File: src/rtl/mem_stall_ctrl_pkg.sv
// -----------------------------------------------------------------------------
// pipe_pkg
// Shared definitions for the MEM-stage stall controller:
//   - state_e     : controller FSM encoding (IDLE / REQ / DONE)
//   - ADDR_W_C    : default memory address width
//   - DATA_W_C    : default data width
//   - TIMEOUT_CYC_C : default watchdog limit (used only with MEM_TIMEOUT_EN)
//   - is_access() : true when the MEM-stage instruction touches data memory
// -----------------------------------------------------------------------------
package pipe_pkg;

  typedef enum logic [1:0] {
    IDLE = 2'd0,
    REQ  = 2'd1,
    DONE = 2'd2
  } state_e;

  localparam int unsigned ADDR_W_C      = 32'd32;
  localparam int unsigned DATA_W_C      = 32'd32;
  localparam int unsigned TIMEOUT_CYC_C = 32'd256;

  function automatic logic is_access(input logic rd, input logic wr);
    return rd | wr;
  endfunction

endpackage

File: src/rtl/mem_stall_ctrl_if.sv
// -----------------------------------------------------------------------------
// mem_stall_ctrl_if
// Data-memory handshake bundle between the stall controller and the memory.
//   mem_req_o   : access request (controller -> memory)
//   mem_we_o    : 1 = write, 0 = read (controller -> memory)
//   mem_addr_o  : latched address (controller -> memory)
//   mem_wdata_o : latched store data (controller -> memory)
//   mem_ack_i   : completion strobe (memory -> controller)
//   mem_rdata_i : read data, valid with mem_ack_i (memory -> controller)
// Modports: master = controller side, slave = memory side.
// -----------------------------------------------------------------------------
interface mem_stall_ctrl_if
  import pipe_pkg::*;
#(
  parameter int unsigned ADDR_W = ADDR_W_C,
  parameter int unsigned DATA_W = DATA_W_C
);

  logic              mem_req_o;
  logic              mem_we_o;
  logic [ADDR_W-1:0] mem_addr_o;
  logic [DATA_W-1:0] mem_wdata_o;
  logic              mem_ack_i;
  logic [DATA_W-1:0] mem_rdata_i;

  modport master (
    output mem_req_o, mem_we_o, mem_addr_o, mem_wdata_o,
    input  mem_ack_i, mem_rdata_i
  );

  modport slave (
    input  mem_req_o, mem_we_o, mem_addr_o, mem_wdata_o,
    output mem_ack_i, mem_rdata_i
  );

endinterface

File: src/rtl/mem_stall_ctrl_timeout_cnt.sv
// -----------------------------------------------------------------------------
// mem_timeout_cnt
// Watchdog for an outstanding memory request. Only built when the macro
// MEM_TIMEOUT_EN is defined.
//   clk_i    : clock
//   rst_i    : synchronous active-low reset
//   clr_i    : restart the count (entry into REQ)
//   en_i     : count one more ack-less REQ cycle
//   expire_o : count has reached TIMEOUT_CYC-1
// -----------------------------------------------------------------------------
`ifdef MEM_TIMEOUT_EN
module mem_timeout_cnt
  import pipe_pkg::*;
#(
  parameter int unsigned TIMEOUT_CYC = TIMEOUT_CYC_C
) (
  input  logic clk_i,
  input  logic rst_i,
  input  logic clr_i,
  input  logic en_i,
  output logic expire_o
);

  localparam int unsigned CNT_W = $clog2(TIMEOUT_CYC + 32'd1);
  localparam logic [CNT_W-1:0] LAST_C = CNT_W'(TIMEOUT_CYC - 32'd1);

  logic [CNT_W-1:0] cnt_r;

  // Count ack-less REQ cycles, saturating at the expiry value.
  always_ff @(posedge clk_i) begin
    if (!rst_i) begin
      cnt_r <= '0;
    end else if (clr_i) begin
      cnt_r <= '0;
    end else if (en_i && (cnt_r != LAST_C)) begin
      cnt_r <= cnt_r + CNT_W'(1);
    end else begin
      cnt_r <= cnt_r;
    end
  end

  assign expire_o = (cnt_r == LAST_C);

endmodule
`endif

File: src/rtl/mem_stall_ctrl.sv
// -----------------------------------------------------------------------------
// mem_stall_ctrl
// Sequences MEM-stage loads/stores onto a multi-cycle data memory and holds
// the whole pipeline (PC .. MEM/WB) with stall_o until the access completes.
// Optional watchdog abort is enabled with the macro MEM_TIMEOUT_EN.
//   clk_i          : clock
//   rst_i          : synchronous active-low reset
//   Memory_read_i  : MEM-stage load
//   Memory_write_i : MEM-stage store (wins over a simultaneous load)
//   addr_i         : access address
//   wdata_i        : store data
//   mem            : memory handshake (mem_stall_ctrl_if.master)
//   stall_o        : pipeline-wide stall (combinational)
//   rdata_o        : registered load result to MEM/WB
//   done_o         : one-cycle access-complete pulse
//   err_o          : one-cycle timeout pulse (0 unless MEM_TIMEOUT_EN)
// -----------------------------------------------------------------------------
module mem_stall_ctrl
  import pipe_pkg::*;
#(
  parameter int unsigned ADDR_W      = ADDR_W_C,
  parameter int unsigned DATA_W      = DATA_W_C,
  parameter int unsigned TIMEOUT_CYC = TIMEOUT_CYC_C
) (
  input  logic              clk_i,
  input  logic              rst_i,
  input  logic              Memory_read_i,
  input  logic              Memory_write_i,
  input  logic [ADDR_W-1:0] addr_i,
  input  logic [DATA_W-1:0] wdata_i,
  mem_stall_ctrl_if.master  mem,
  output logic              stall_o,
  output logic [DATA_W-1:0] rdata_o,
  output logic              done_o,
  output logic              err_o
);

  state_e            state_r, state_nxt_s;
  logic              access_s, start_s, complete_s, expire_s, timeout_s;
  logic              stall_s, req_nxt_s, done_nxt_s, err_nxt_s;
  logic              req_r, we_r, done_r, err_r;
  logic [ADDR_W-1:0] addr_r;
  logic [DATA_W-1:0] wdata_r, rdata_r;

  assign access_s   = is_access(Memory_read_i, Memory_write_i);
  assign start_s    = (state_r == IDLE) && access_s;
  assign complete_s = (state_r == REQ) && mem.mem_ack_i;
  // Ack in the expiry cycle takes priority over the abort.
  assign expire_s   = (state_r == REQ) && !mem.mem_ack_i && timeout_s;

`ifdef MEM_TIMEOUT_EN
  mem_timeout_cnt #(
    .TIMEOUT_CYC (TIMEOUT_CYC)
  ) u_timeout_cnt (
    .clk_i    (clk_i),
    .rst_i    (rst_i),
    .clr_i    (start_s),
    .en_i     ((state_r == REQ) && !mem.mem_ack_i),
    .expire_o (timeout_s)
  );
`else
  logic [31:0] unused_timeout_s;
  assign unused_timeout_s = TIMEOUT_CYC;
  assign timeout_s        = 1'b0;
`endif

  // State register plus the registered handshake/status outputs.
  always_ff @(posedge clk_i) begin
    if (!rst_i) begin
      state_r <= IDLE;
      req_r   <= 1'b0;
      done_r  <= 1'b0;
      err_r   <= 1'b0;
    end else begin
      state_r <= state_nxt_s;
      req_r   <= req_nxt_s;
      done_r  <= done_nxt_s;
      err_r   <= err_nxt_s;
    end
  end

  // Next-state logic; DONE always returns to IDLE because the instruction
  // that was served leaves EX/MEM at that edge.
  always_comb begin
    state_nxt_s = state_r;
    case (state_r)
      IDLE:    state_nxt_s = access_s ? REQ : IDLE;
      REQ:     state_nxt_s = (complete_s || expire_s) ? DONE : REQ;
      DONE:    state_nxt_s = IDLE;
      default: state_nxt_s = IDLE;
    endcase
  end

  // Output decode: stall_o combinational, the rest precomputed for registering.
  always_comb begin
    stall_s = 1'b0;
    case (state_r)
      IDLE:    stall_s = access_s;
      REQ:     stall_s = 1'b1;
      DONE:    stall_s = 1'b0;
      default: stall_s = 1'b0;
    endcase
    req_nxt_s  = (state_nxt_s == REQ);
    done_nxt_s = (state_nxt_s == DONE);
    err_nxt_s  = expire_s;
  end

  // Request attributes latched at detect; load data captured on completion.
  always_ff @(posedge clk_i) begin
    if (!rst_i) begin
      we_r    <= 1'b0;
      addr_r  <= '0;
      wdata_r <= '0;
      rdata_r <= '0;
    end else begin
      if (start_s) begin
        we_r    <= Memory_write_i;
        addr_r  <= addr_i;
        wdata_r <= wdata_i;
      end else begin
        we_r    <= we_r;
        addr_r  <= addr_r;
        wdata_r <= wdata_r;
      end
      if (complete_s && !we_r) begin
        rdata_r <= mem.mem_rdata_i;
      end else if (expire_s && !we_r) begin
        rdata_r <= '0;
      end else begin
        rdata_r <= rdata_r;
      end
    end
  end

  assign mem.mem_req_o   = req_r;
  assign mem.mem_we_o    = we_r;
  assign mem.mem_addr_o  = addr_r;
  assign mem.mem_wdata_o = wdata_r;
  assign stall_o         = stall_s;
  assign rdata_o         = rdata_r;
  assign done_o          = done_r;
  assign err_o           = err_r;

endmodule

File: src/flat_wrapper.sv
// flat-port wrapper written by rule: the top's interface ports become plain ports
module mem_stall_ctrl_flat import pipe_pkg::*;
#(
  parameter int unsigned ADDR_W      = ADDR_W_C,
  parameter int unsigned DATA_W      = DATA_W_C,
  parameter int unsigned TIMEOUT_CYC = TIMEOUT_CYC_C
)
  (clk_i, rst_i, Memory_read_i, Memory_write_i, addr_i, wdata_i, stall_o, rdata_o, done_o, err_o, mem_mem_req_o, mem_mem_we_o, mem_mem_addr_o, mem_mem_wdata_o, mem_mem_ack_i, mem_mem_rdata_i);
  mem_stall_ctrl_if #(.ADDR_W(ADDR_W), .DATA_W(DATA_W)) mem_i ();
  input  logic clk_i;
  input  logic rst_i;
  input  logic Memory_read_i;
  input  logic Memory_write_i;
  input  logic [ADDR_W-1:0] addr_i;
  input  logic [DATA_W-1:0] wdata_i;
  output logic stall_o;
  output logic [DATA_W-1:0] rdata_o;
  output logic done_o;
  output logic err_o;
  output wire logic [$bits(mem_i.mem_req_o)-1:0] mem_mem_req_o;
  output wire logic [$bits(mem_i.mem_we_o)-1:0] mem_mem_we_o;
  output wire logic [$bits(mem_i.mem_addr_o)-1:0] mem_mem_addr_o;
  output wire logic [$bits(mem_i.mem_wdata_o)-1:0] mem_mem_wdata_o;
  input wire logic [$bits(mem_i.mem_ack_i)-1:0] mem_mem_ack_i;
  input wire logic [$bits(mem_i.mem_rdata_i)-1:0] mem_mem_rdata_i;
  assign mem_mem_req_o = mem_i.mem_req_o;
  assign mem_mem_we_o = mem_i.mem_we_o;
  assign mem_mem_addr_o = mem_i.mem_addr_o;
  assign mem_mem_wdata_o = mem_i.mem_wdata_o;
  assign mem_i.mem_ack_i = mem_mem_ack_i;
  assign mem_i.mem_rdata_i = mem_mem_rdata_i;
  mem_stall_ctrl #(.ADDR_W(ADDR_W), .DATA_W(DATA_W), .TIMEOUT_CYC(TIMEOUT_CYC)) u_core (.clk_i(clk_i), .rst_i(rst_i), .Memory_read_i(Memory_read_i), .Memory_write_i(Memory_write_i), .addr_i(addr_i), .wdata_i(wdata_i), .mem(mem_i), .stall_o(stall_o), .rdata_o(rdata_o), .done_o(done_o), .err_o(err_o));
endmodule
File: config.mk
export PLATFORM = sky130hd
export DESIGN_NAME = mem_stall_ctrl_flat
export DESIGN_NICKNAME = d
export VERILOG_FILES = /design/src/rtl/mem_stall_ctrl_pkg.sv /design/src/rtl/mem_stall_ctrl_if.sv /design/src/rtl/mem_stall_ctrl_timeout_cnt.sv /design/src/rtl/mem_stall_ctrl.sv /design/src/flat_wrapper.sv
export SDC_FILE = /design/constraint.sdc
export NUM_CORES = 1
export LEC_CHECK = 0
export ABC_AREA = 1
export BUFFER_PORTS_ARGS = -buffer_cell sky130_fd_sc_hd__buf_2
export CAP_MARGIN = 10
export CORE_MARGIN = 2
export CORE_UTILIZATION = 32
export DETAILED_ROUTE_END_ITERATION = 12
export PLACE_DENSITY = 0.62
export SLEW_MARGIN = 0
export SYNTH_ARGS = -nofsm -noshare
export SYNTH_HDL_FRONTEND = slang
export SYNTH_HIERARCHICAL = 1
export SYNTH_SLANG_ARGS = --single-unit
File: constraint.sdc
create_clock -name clk_i -period 3.35 [get_ports clk_i]
set_input_delay 0.5025 -clock clk_i [delete_from_list [all_inputs] [get_ports clk_i]]
set_output_delay 0.5025 -clock clk_i [all_outputs]
set_load 0.05 [all_outputs]
==> results.sh, run 1 <==
export IMPL_worst_ep_required_time_ns=2.85
export IMPL_numPortBuffers=200
export IMPL_clock_transition_at_the_register_clock_pins_on_the_worst_setup_and_hold_paths_after_cts_ns=0.06
export IMPL_final_area_um2=5294
export IMPL_share_of_the_synthesized_area_in_the_top_cell_type_pct=51.09
export IMPL_post_synth_cell_area_avg_um2=7.582
export IMPL_instance_count_of_the_mapped_netlist=522
export IMPL_timing_critical_path_arrival_ns=1.82
export IMPL_ys_top_cells_by_area="sky130_fd_sc_hd__dfxtp_1 (51%), sky130_fd_sc_hd__nand2_1 (9.4%), sky130_fd_sc_hd__a21oi_1 (8.5%)"
export IMPL_dpl_worst_slack_ns=1.104
export IMPL_drive_above_1_share_pct=32.42
export IMPL_row_count=40
export IMPL_place_hpwl_um=7357
export IMPL_rsz0062_at_grt="no"
export IMPL_finalWirelength_um=11210
export IMPL_rr_startpoint="u_core/state_r[1]"
export IMPL_synth_cells_most_frequent="sky130_fd_sc_hd__dfxtp_1 (101), sky130_fd_sc_hd__nand2_1 (99), sky130_fd_sc_hd__a21oi_1 (67)"
export IMPL_maxClockFrequency_mhz=430.4
export IMPL_post_drt_wl_per_cell_um=12.96
export IMPL_tritoncts="done"
export IMPL_insertedDiodeCount=0
export IMPL_crit_type="reg -> out"
export IMPL_ys_seq_area_share_pct=51.09
export IMPL_worst_pin_slew_ns=1.005
export IMPL_tritoncts_num_buffers=9
export IMPL_remaining_drc_errors=0
export IMPL_final_setup_skew_ns=0.002139
export IMPL_antenna_left=0
export IMPL_hold_path_startpoint="wdata_i[14]"
export IMPL_setup_viol=0
export IMPL_power_per_cell_area_nw_per_um2=606.3
export IMPL_die_area_um2=13270
export IMPL_core_area_um2=12060
export IMPL_cts_sinks=101
export IMPL_globalplace_congestion=0.7606
export IMPL_worst_path_max_delay_cell="sky130_fd_sc_hd__nand2_2"
export IMPL_startpoint="u_core/state_r[1]"
export IMPL_num_vias=4119
export IMPL_vias_per_cell=4.762
export IMPL_worst_hold_path_type="in -> reg"
export IMPL_final_seq_area_um2=2022
export IMPL_placedInstanceArea_um2=4933
export IMPL_floorplan_initialDensity_pct=32.81
export IMPL_crit_path_max_incr_delay_ns=0.48
export IMPL_htree_num_levels=3
export IMPL_ctsResizeCount=0
export IMPL_asyncSetResetFlopFracSynth_pct=0
export IMPL_cts_setup_buffers=0
export IMPL_timing_critical_path_fanout_max=35
export IMPL_groute_usage_overall_pct=16.70
export IMPL_finalPower_mw=3.210
export IMPL_finalMaxSlewViolations=0
export IMPL_syn_nets=623
export IMPL_hold_worst_slack_ns=0.4270
export IMPL_end_kind="output pin"
export IMPL_synth_cell_types=18
export IMPL_power_static_leakage_nw=2.657
export IMPL_boundaryPins=202
export IMPL_first_global_vias=3781
export IMPL_synth_top_area_cell="sky130_fd_sc_hd__dfxtp_1"
export IMPL_floorplan_die_height_um=115.2
export IMPL_multiInputGateArea_um2=1531
export IMPL_finalWorstPathRequiredPeriod_ns=2.323
export IMPL_drv_cap=0
export IMPL_worst_skew_pair_late_latency_ns=0.34
export IMPL_ys_ff_latch=101
export IMPL_dieWidth_um=115.2
export IMPL_global_route_wire_length_before_repair_um=17580
export IMPL_finish_utilization_pct=43.89
export IMPL_detail_route_iter0_violations=283
export IMPL_antenna_found_initial=0
export IMPL_critical_path_cell_chain="nor2_4, nand2_2, o21ai_0, buf_2"
export IMPL_worst_ir_drop_vdd_v=0.0002316
export IMPL_final_critical_path_setup_slack_ns=1.027
export IMPL_cp_start_kind="flop"
export IMPL_fill_cells=1250
export IMPL_synth_top_flop_cell="sky130_fd_sc_hd__dfxtp_1"
export IMPL_worst_slew_margin_rel_pct=32.96
export IMPL_synth_edf_count=0
export IMPL_post_synth_instance_area_um2=3958
export IMPL_finish_cell_count_without_fillers=865
export IMPL_dpl_cell_count=847
export IMPL_clockBufferDepth=2
export IMPL_finalCritPeriodShare_pct=69.35
export IMPL_synthesis_yosys_warnings=6
export IMPL_largest_net_degree_at_the_start_of_global_routing=70
export IMPL_design_final_nets=793
export IMPL_total_iterations_of_the_first_detailed_routing_run=4
export IMPL_run_status="finished clean"
export IMPL_cts_hold_fix_buffers=0
export IMPL_yosysMostFrequentCell="sky130_fd_sc_hd__dfxtp_1"
export IMPL_syn2layout_area_growth_pct=33.77
export IMPL_globalRoute_totalOverflow=0
export IMPL_cts_root_buffer_cell="sky130_fd_sc_hd__clkbuf_16"
export IMPL_tns_ns=0
export IMPL_final_hold_violation_count=0
-- flip-flops by register name (all words and copies together) (netlist names) --
| register | count |
|---|---|
| u_core/done_o | 1 |
| u_core/mem.mem_addr_o | 32 |
| u_core/mem.mem_req_o | 1 |
| u_core/mem.mem_wdata_o | 32 |
| u_core/mem.mem_we_o | 1 |
| u_core/rdata_o | 32 |
| u_core/state_r | 2 |
-- cells by family (layout without fill, tap and decap cells) --
kind of cell	Yosys count	after routing	share of synthesized area (%)
flops	101	101	51.09
compound gates	68	68	8.599
other cells	1	1	0.09476
buf+inv	85	260	10.40
simple gates	267	267	29.81
-- power breakdown --
group,internal [mW],switching [mW],total (mW)
sequential,1.30,0.0488,1.34
combinational,0.201,0.590,0.791
clock,0.639,0.435,1.07
total,2.14,1.07,3.21
-- cell type report --
| type | count | area share [%] |
|---|---|---|
| clock buffer | 13 | 5.105 |
| clock inverter | 3 | 0.8036 |
| inverter | 39 | 2.765 |
| multi-input combinational | 336 | 28.93 |
| sequential | 101 | 38.19 |
| tap | 168 | 3.971 |
| timing repair buffer | 205 | 20.23 |
-- metal layers --
| metal | GRT usage [%] | routed length (µm) | vias up |
|---|---|---|---|
| li1 | - | - | 2030 |
| met1 | 20.25 | 4872 | 1914 |
| met2 | 28.12 | 5278 | 160 |
| met3 | 4.639 | 855 | 15 |
| met4 | 6.586 | 201 | 0 |
| met5 | 0 | 0 | - |
-- placed cells by master (no fill, tap or decap), types with 2 or more instances in the layout --
cell type and instances:
sky130_fd_sc_hd__nor2_1 66, sky130_fd_sc_hd__dfxtp_1 101, sky130_fd_sc_hd__nand3_1 66, sky130_fd_sc_hd__a21oi_1 67
sky130_fd_sc_hd__clkbuf_8 3, sky130_fd_sc_hd__nand2_1 98, sky130_fd_sc_hd__nor2_4 2, sky130_fd_sc_hd__buf_2 200
sky130_fd_sc_hd__inv_1 38, sky130_fd_sc_hd__nand2_2 2, sky130_fd_sc_hd__clkbuf_16 9, sky130_fd_sc_hd__nand4_1 32
sky130_fd_sc_hd__buf_4 3
-- path summary, 6_finish.rpt --
kind	depth (start not counted)	end	slack [ns]
worst min register to register	2	u_core/mem.mem_addr_o[23]	0.46
worst min-delay path	3	u_core/mem.mem_wdata_o[14]	0.43
worst max-delay path	4	stall_o	1.03
worst max register to register	5	u_core/mem.mem_addr_o[11]	1.57
-- worst max-delay path, delay by kind of cell (launching register included) --
family	cells	cell delay, ns
compound gates	1	0.23
buf+inv	1	0.27
simple gates	2	0.54
flops	1	0.43
Note: power is estimated with default switching activity, not from simulation.
==> run 2: changes to the inputs <==
Settings changed: ABC_AREA 1 to 0, PLACE_DENSITY 0.62 to 0.64.
Clock period 3.35 ns to 2 ns, I/O delays scaled along.
==> results.sh, run 2 <==
export IMPL_run_status="finished clean"
export IMPL_largest_net_degree_at_the_start_of_global_routing=73
export IMPL_timing_critical_path_fanout_max=39
export IMPL_worst_ep_required_time_ns=2.21
export IMPL_power_static_leakage_nw=2.707
export IMPL_synth_cells_most_frequent="sky130_fd_sc_hd__nand2_1 (161), sky130_fd_sc_hd__dfxtp_1 (101), sky130_fd_sc_hd__mux2i_1 (64)"
export IMPL_remaining_drc_errors=0
export IMPL_crit_type="reg -> reg"
export IMPL_layout_common_cells="sky130_fd_sc_hd__buf_2 (199), sky130_fd_sc_hd__nand2_1 (161), sky130_fd_sc_hd__dfxtp_1 (101), sky130_fd_sc_hd__mux2i_1 (64), sky130_fd_sc_hd__nand3_1 (33)"
export IMPL_setup_viol=0
export IMPL_final_hold_violation_count=0
export IMPL_maxClockFrequency_mhz=603.7
export IMPL_insertedDiodeCount=0
export IMPL_numPortBuffers=200
export IMPL_synth_top_area_cell="sky130_fd_sc_hd__dfxtp_1"
export IMPL_synth_edf_count=0
export IMPL_worst_skew_pair_late_latency_ns=0.33
export IMPL_floorplan_die_height_um=114.3
export IMPL_finalMaxSlewViolations=0
export IMPL_cts_hold_fix_buffers=0
export IMPL_post_synth_cell_area_avg_um2=8.821
export IMPL_worst_r2r_cell_count=4
export IMPL_timing_critical_path_arrival_ns=1.86
export IMPL_worst_hold_path_type="in -> reg"
export IMPL_finalWorstPathRequiredPeriod_ns=1.656
export IMPL_post_synth_instance_area_um2=3890
export IMPL_multiInputGateArea_um2=1665
export IMPL_row_count=40
export IMPL_worst_ir_drop_vdd_v=0.0004614
export IMPL_asyncSetResetFlopFracSynth_pct=0
export IMPL_ys_top_cells_by_area="sky130_fd_sc_hd__dfxtp_1 (52%), sky130_fd_sc_hd__mux2i_1 (16%), sky130_fd_sc_hd__nand2_1 (16%)"
export IMPL_final_area_um2=5305
export IMPL_clock_transition_at_the_register_clock_pins_on_the_worst_setup_and_hold_paths_after_cts_ns=0.07
export IMPL_clockBufferDepth=2
export IMPL_end_kind="flop"
export IMPL_floorplan_initialDensity_pct=32.52
export IMPL_rsz0062_at_grt="no"
export IMPL_design_final_nets=722
export IMPL_instance_count_of_the_mapped_netlist=441
export IMPL_total_iterations_of_the_first_detailed_routing_run=5
export IMPL_ctsResizeCount=0
export IMPL_finalCritPeriodShare_pct=82.82
export IMPL_hold_depth=3
export IMPL_groute_usage_overall_pct=13.98
export IMPL_boundaryPins=202
export IMPL_vias_per_cell=4.541
export IMPL_htree_num_levels=3
export IMPL_share_of_the_synthesized_area_in_the_top_cell_type_pct=51.98
export IMPL_first_global_vias=3355
export IMPL_power_per_cell_area_nw_per_um2=1000
export IMPL_cp_start_kind="flop"
export IMPL_placedInstanceArea_um2=4990
export IMPL_syn_nets=542
export IMPL_globalplace_congestion=0.7784
export IMPL_ys_ff_latch=101
export IMPL_yosysMostFrequentCell="sky130_fd_sc_hd__nand2_1"
export IMPL_die_area_um2=13050
export IMPL_dpl_cell_count=757
export IMPL_finish_cell_count_without_fillers=772
export IMPL_post_drt_wl_per_cell_um=12.30
export IMPL_drv_cap=0
export IMPL_cts_setup_buffers=0
export IMPL_synth_top_flop_cell="sky130_fd_sc_hd__dfxtp_1"
export IMPL_syn2layout_area_growth_pct=36.38
export IMPL_num_vias=3506
export IMPL_synthesis_yosys_warnings=6
export IMPL_tritoncts="done"
export IMPL_global_route_wire_length_before_repair_um=14860
export IMPL_detail_route_iter0_violations=194
export IMPL_tns_ns=0
export IMPL_tritoncts_num_buffers=9
export IMPL_final_setup_skew_ns=0.007631
export IMPL_synth_cell_types=19
export IMPL_worst_pin_slew_ns=0.5910
export IMPL_core_area_um2=11960
export IMPL_place_hpwl_um=6870
export IMPL_antenna_left=0
export IMPL_dieWidth_um=114.3
export IMPL_worst_slew_margin_rel_pct=60.58
export IMPL_finalPower_mw=5.307
export IMPL_most_common_cell_after_layout_fill_and_taps_aside="sky130_fd_sc_hd__buf_2"
export IMPL_cts_root_buffer_cell="sky130_fd_sc_hd__clkbuf_16"
export IMPL_cts_sinks=101
export IMPL_globalRoute_totalOverflow=0
export IMPL_drive_above_1_share_pct=35.68
export IMPL_fill_cells=1183
export IMPL_ys_seq_area_share_pct=51.98
export IMPL_antenna_found_initial=0
export IMPL_final_seq_area_um2=2022
export IMPL_finalWirelength_um=9493
## run 2: cell types whose count changed after synthesis, moves of 33 or more
cell,previous run,this run
sky130_fd_sc_hd__nand2_1,99,161
sky130_fd_sc_hd__mux2i_1,0,64
sky130_fd_sc_hd__a21oi_1,67,0
sky130_fd_sc_hd__nor2_1,66,2
sky130_fd_sc_hd__inv_1,38,0
sky130_fd_sc_hd__nand3_1,66,33
## run 2: where the power goes
group          leakage (nW)  internal, mW  switching (mW)
Sequential            0.830          2.17          0.0759
Clock                 0.152          1.12           0.719
Combinational          1.73         0.353           0.869
## run 2: final cells by class
cell class	count	area share, %
well taps	147	3.467
flip-flops and latches	101	38.11
repair buffers	207	21.08
multi-input cells	302	31.39
clock buffers	11	4.575
clock inverters	4	1.368
## run 2: path summary, 6_finish.rpt
path | start | to | slack [ns]
worst max register to register | u_core/state_r[1] | u_core/rdata_o[29] | 0.34
worst min register to register | u_core/mem.mem_wdata_o[23] | u_core/mem.mem_wdata_o[23] | 0.45
worst min-delay path | wdata_i[26] | u_core/mem.mem_wdata_o[26] | 0.21
worst max-delay path | u_core/state_r[1] | u_core/rdata_o[29] | 0.34
## run 2: stage by stage
| stage | setup slack, ns | hold WS (ns) | utilization, % |
|---|---|---|---|
| 6_report | 0.3436 | 0.2052 | 44.35 |
| 3_3_place_gp | 0.4173 | 0.4390 | 41.72 |
| 3_5_place_dp | 0.3248 | 0.4449 | 41.72 |
| 4_1_cts | 0.3361 | 0.1909 | 44.35 |
| 2_1_floorplan | 0.5734 | 0.4374 | - |
| 5_1_grt | 0.1930 | 0.1951 | 44.35 |
## run 2: layer usage
| layer | wire length [µm] | track usage, % | vias to the layer above |
|---|---|---|---|
| met5 | 0 | 0 | - |
| met4 | 193 | 6.179 | 0 |
| met3 | 542 | 3.759 | 15 |
| met2 | 4569 | 24.84 | 114 |
| met1 | 4186 | 15.65 | 1577 |
| li1 | - | - | 1800 |
## run 2: cells by family after synthesis
kind of cell / share of synthesized area, %
mux: 16.47
simple gates: 21.10
other cells: 0.09640
buf+inv: 5.532
compound gates: 4.824
flops: 51.98
## run 2: worst max-delay path, cell delays in order (launching register included)
cell and delay [ns]:
sky130_fd_sc_hd__dfxtp_1 0.34, sky130_fd_sc_hd__nand4bb_2 0.63, sky130_fd_sc_hd__buf_12 0.38, sky130_fd_sc_hd__nand3_1 0.09, sky130_fd_sc_hd__o21ai_0 0.08
